File: config.mk
export PLATFORM = sky130hd
export DESIGN_NAME = rr_arbiter_8
export DESIGN_NICKNAME = d
export VERILOG_FILES = /design/src/rtl/rr_arbiter_8.sv
export SDC_FILE = /design/constraint.sdc
export NUM_CORES = 1
export LEC_CHECK = 0
export CAP_MARGIN = 10
export CORE_MARGIN = 8
export CORE_UTILIZATION = 25
export CTS_CLUSTER_SIZE = 10
export DETAILED_ROUTE_END_ITERATION = 8
export PLACE_DENSITY = 0.48
export SLEW_MARGIN = 20
export SYNTH_ARGS = -nofsm -noshare
export SYNTH_HDL_FRONTEND = slang
export SYNTH_SLANG_ARGS = --single-unit
File: constraint.sdc
create_clock -name clk -period 6.3 [get_ports clk]
set_input_delay 1.89 -clock clk [delete_from_list [all_inputs] [get_ports clk]]
set_output_delay 1.89 -clock clk [all_outputs]
set_load 0.02 [all_outputs]
File: src/rtl/rr_arbiter_8.sv
// Round-robin arbiter granting eight requesters access to one shared 3-8 decoder.
// Grants last until done, until the owner drops its request, or until MAX_HOLD cycles have passed.
module rr_arbiter_8 #(
    parameter int MAX_HOLD = 16
) (
    input  logic       clk,
    input  logic       rst,
    input  logic [7:0] req,
    input  logic       done,
    output logic [7:0] grant,
    output logic [2:0] gnt_idx,
    output logic       gnt_valid,
    output logic [2:0] g_en,
    output logic       timeout
);

    typedef enum logic [1:0] {
        IDLE,
        GRANT,
        GAP
    } state_e;

    state_e      state_q;
    logic [7:0]  grant_q;
    logic [2:0]  idx_q;
    logic        valid_q;
    logic [2:0]  gen_q;
    logic        timeout_q;
    logic [2:0]  ptr_q;
    logic [7:0]  hold_q;

    logic [2:0]  pickIdx;
    logic        pickFound;
    logic [2:0]  candIdx;
    logic        holdHit;
    logic        reqDrop;
    logic        endGrant;

    // Search upward from the round-robin pointer; the 3-bit add wraps 7 back to 0.
    always_comb begin
        pickIdx   = ptr_q;
        pickFound = 1'b0;
        candIdx   = ptr_q;
        for (int k = 0; k < 8; k++) begin
            candIdx = ptr_q + 3'(k);
            if (!pickFound && req[candIdx]) begin
                pickIdx   = candIdx;
                pickFound = 1'b1;
            end
        end
    end

    assign holdHit  = (hold_q == 8'(MAX_HOLD));
    assign reqDrop  = !req[idx_q];
    assign endGrant = done || reqDrop || holdHit;

    // The first GRANT cycle counts as hold 1, so the limit check sees exactly MAX_HOLD grant cycles.
    always_ff @(posedge clk or posedge rst) begin
        if (rst) begin
            state_q   <= IDLE;
            grant_q   <= 8'h00;
            idx_q     <= 3'd0;
            valid_q   <= 1'b0;
            gen_q     <= 3'b000;
            timeout_q <= 1'b0;
            ptr_q     <= 3'd0;
            hold_q    <= 8'd0;
        end else begin
            timeout_q <= 1'b0;
            case (state_q)
                IDLE: begin
                    if (pickFound) begin
                        grant_q <= 8'h01 << pickIdx;
                        idx_q   <= pickIdx;
                        valid_q <= 1'b1;
                        gen_q   <= 3'b100;
                        hold_q  <= 8'd1;
                        state_q <= GRANT;
                    end
                end
                GRANT: begin
                    if (endGrant) begin
                        grant_q   <= 8'h00;
                        valid_q   <= 1'b0;
                        gen_q     <= 3'b000;
                        ptr_q     <= idx_q + 3'd1;
                        timeout_q <= holdHit && !done && !reqDrop;
                        state_q   <= GAP;
                    end else if (hold_q != 8'hFF) begin
                        hold_q <= hold_q + 8'd1;
                    end
                end
                GAP: begin
                    state_q <= IDLE;
                end
                default: begin
                    state_q <= IDLE;
                end
            endcase
        end
    end

    assign grant     = grant_q;
    assign gnt_idx   = idx_q;
    assign gnt_valid = valid_q;
    assign g_en      = gen_q;
    assign timeout   = timeout_q;

endmodule

==> results.tsv <==
stage	metric	value	unit
run_status	status	completed	
clocking	cts_inserted_buffers	3	
setup_path	cp-startpoint	req[5]	
clocking	cts_root_buf	clkbuf_8	
clocking	cts-htree-levels	1	
global_route	grt_pass1_wl	10.4	mm
pwr	max-vdd-ir-drop	0.000303	V
hold_path	hold_depth	1	
pwr	power_frac_seq	18.9	%
finish	layout-drive-gt1-share	19.1	%
detailed_routing	drt-initial-drc-count	162	
setup_path	cp-end-kind	register	
global_route	track_usage	9.80	%
die	io_pins	27	
setup_path	max_stage_delay	600	ps
clocking	cts-resized-gates	0	
setup_path	r2r_end	grant[3]$_DFFE_PP0P_	
finish	final_nets	274	
global_route	antenna_found_initial	0	
place	io_buffers	24	
pwr	p_leak	1.07	nW
sta	maxSlewViolCount	0	
detailed_routing	first_pass_iters	4	
synth	synth.cell_area	0.00241	sq mm
setup_path	crit_family	compound AO/OA/AOI/OAI gates	
synth	synthArstFlopShare	100	%
detailed_routing	vias_per_cell	5.04	
setup_path	worstSetupPathType	input port to register	
setup_path	critical_path.cell_chain	clkdlybuf4s50_1 > mux4_2 > mux2i_2 > or2b_2 > o221ai_1 > a2111oi_2 > a311oi_1 > a32o_2	
global_route	gr-total-overflow	0	
sta	period_share	75.0	%
detailed_routing	wire_per_inst	15.8	um
setup_path	crit_arrival	4940	ps
detailed_routing	vias	1964	
sta	fmax	0.212	GHz
detailed_routing	drtAntennaViolNets	0	
place	detailedPlace.worstSlack	1330	ps
hold_path	hold_class	register to register	
pwr	switching_share	51.2	%
global_route	grt_max_degree	27	
synth	synth.distinct_cells	66	
hold_path	hp-start	grant[0]$_DFFE_PP0P_	
synth	synth_cells	241	
global_route	grt_pass1_vias	1953	
pwr	internal-power	0.860	mW
die	start_util	25.2	%
detailed_routing	wirelength	6.18	mm
clocking	path_clk_slew	90	ps
setup_path	rr_startpoint	ptr_q[0]$_DFFE_PP0P_	
synth	syn_avg_cell_area	9.99	sq um
sta	rsz0062_at_grt	no	
pwr	comb_power_share	73.0	%
sta	period_needed	4730	ps
finish	n_antenna_cell	0	
die	die_h	114	um
setup_path	critPathSlowestCell	a311oi_1	
finish	n_fill_cell	1027	
die	core_area	0.00955	sq mm
synth	ys_warn_count	0	
synth	synth_ff_type	dfrtp_1	
clocking	clock_latency	280	ps
sta	worst_pin_slew	961	ps
clocking	cts_setup_buffers	0	
synth	ys_seq_area_share	27.0	%
sta	hold_slack	508	ps
die	core.rowCount	36	
sta	tns	0	ps
pwr	p_switching	0.902	mW
setup_path	worstPathRequired	6510	ps
place	gp_congestion	0.816	
detailed_routing	route.detailed.drc	0	
setup_path	rrSetupSlack	1740	ps
synth	synth_edf_count	0	
clocking	clock-sinks	26	
sta	finalHoldViolations	0	
setup_path	cp_max_fo	8	
pwr	cellPowerDensity	629	mW/mm^2
clocking	tritoncts	built	
finish	syn2layout_area_growth	16.4	%
die	die_x	114	um
die	die_area	0.0130	sq mm
place	dp_hpwl	4.61	mm
synth	ys_seq_elements	26	
setup_path	critPathBufInv	1	
sta	relSlewSlack	35.5	%
pwr	clockPowerShare	8.0	%
clocking	cts_buffer_depth	2	
hold_path	hold_end	grant[0]$_DFFE_PP0P_	
setup_path	r2r_cells	10	
sta	fin_skew	10.5	ps
clocking	cts_hold_buffers	0	
flow_run	maxCapViolCount	0	
sta	setup_violations	0	
setup_path	startpoint_type	input port	
sta	final.setup.worst_slack	1570	ps
-- placed cells by master, fill, tap and decap left out, types with 2 or more instances in the layout --
master            n
o32ai_1           2
nor2_1           17
inv_1             8
mux2i_1          10
a211oi_1          7
ha_1              5
mux4_2           11
clkbuf_8          3
a21o_1            2
nand2_1          19
xnor2_1           7
mux2_2            3
dfrtp_1          26
nand3_1           9
conb_1            2
o22ai_1           2
a32o_2            3
mux2i_2           2
xor2_1            2
a21oi_1           9
and3_1            4
o21ai_0           8
nand2b_1          3
a32o_1            5
nor2b_1           5
nor3_1            4
and2b_1           3
nand2_2           3
o221ai_1          2
a2111oi_2         3
clkdlybuf4s50_1  24
and2_1            7
a22oi_1           4
-- worst reg2reg max path, delay by kind of cell, from the launching register on --
kind | cells | cell delay (ps)
AOI/OAI and AO/OA | 5 | 1370
adders and majority gates | 1 | 840
buffers and inverters | 1 | 360
DFF | 1 | 850
muxes | 2 | 680
and+or+nand+nor | 1 | 400
-- power groups by stage --
| stage | combinational, mW | clock (mW) | sequential (mW) |
|---|---|---|---|
| 2_1_floorplan | 1.06 | 0 | 0.286 |
| 3_3_place_gp | 1.29 | 0 | 0.342 |
| 3_5_place_dp | 1.28 | 0 | 0.337 |
| 4_1_cts | 1.28 | 0.145 | 0.335 |
| 5_1_grt | 1.41 | 0.154 | 0.346 |
| 6_report | 1.29 | 0.142 | 0.334 |
-- through the flow --
stage	cell area [sq um]	power, mW	instances	util, %
after floorplan	2410	1.35	242	-
after global placement	2730	1.63	386	28.6
after detailed placement	2730	1.61	386	28.6
after CTS	2800	1.76	390	29.3
after global routing	2800	1.91	390	29.3
final	2800	1.76	390	29.3
-- state kept, by name, indices dropped and copies added, names as in the netlist --
register / cells
g_en: 1
gnt_idx: 3
grant: 8
hold_q: 8
ptr_q: 3
state_q: 2
timeout: 1
-- cells by family (layout without fill, tap and decap cells) --
family	after synthesis	after routing	share of synthesized area, %
AO/OA/AOI/OAI	65	65	23.5
XOR/XNOR	11	11	5.09
adder cells (fa/ha/maj)	5	5	2.60
buffers and inverters	23	38	5.20
flip-flops	26	26	27.0
multiplexers	27	27	17.6
other	1	2	0.156
AND/OR/NAND/NOR	83	83	18.8
-- cell usage after synthesis (3+ instances only) --
cell type | count | area share [%]
buf_4 | 5 | 1.6
nor2_1 | 17 | 2.7
and3_1 | 4 | 1.0
ha_1 | 5 | 2.6
inv_1 | 9 | 1.4
nand2b_1 | 3 | 0.78
a32o_2 | 3 | 1.4
xnor2_1 | 7 | 2.5
nand2_1 | 19 | 3.0
nand3_1 | 9 | 1.9
and2b_1 | 3 | 0.94
a32o_1 | 5 | 2.1
and2_1 | 7 | 1.8
o21ai_0 | 8 | 1.7
a2111oi_2 | 3 | 1.9
dfrtp_1 | 26 | 27
nor3_1 | 4 | 0.83
mux4_2 | 11 | 10
a22oi_1 | 4 | 1.2
mux2i_1 | 10 | 4.2
a21oi_1 | 9 | 1.9
nor2b_1 | 5 | 1.3
mux2_2 | 3 | 1.4
a211oi_1 | 7 | 2.2
nand2_2 | 3 | 0.78
buf_2 | 4 | 0.83
-- metal layers --
layer	up-vias	wire, um	GRT usage, %
met1	967	3020	13.6
met5	-	0	0
met4	0	104	3.02
li1	944	-	-
met3	6	252	1.64
met2	47	2810	15.1
-- area by class of cell --
class / count / area, sq um / share of cell area, %
Clock inverter: 1 / 30.0 / 1.07
Tap cell: 133 / 166 / 5.94
Inverter: 10 / 37.5 / 1.34
Sequential cell: 26 / 651 / 23.2
Timing Repair Buffer: 24 / 240 / 8.58
Clock buffer: 3 / 41.3 / 1.47
Multi-Input combinational cell: 193 / 1640 / 58.4
-- worst max-delay path by stage --
| stage | to | slack, ps | cells after the start |
|---|---|---|---|
| 4_1_cts | grant[3]$_DFFE_PP0P_ | 1610 | 8 |
| 5_1_grt | grant[7]$_DFFE_PP0P_ | 1360 | 10 |
| 2_1_floorplan | grant[7]$_DFFE_PP0P_ | 2280 | 7 |
| 3_3_place_gp | grant[6]$_DFFE_PP0P_ | 1290 | 8 |
| 6_report | grant[3]$_DFFE_PP0P_ | 1570 | 8 |
| 3_5_place_dp | grant[2]$_DFFE_PP0P_ | 1330 | 8 |
Note: power is estimated with default switching activity, not from simulation.
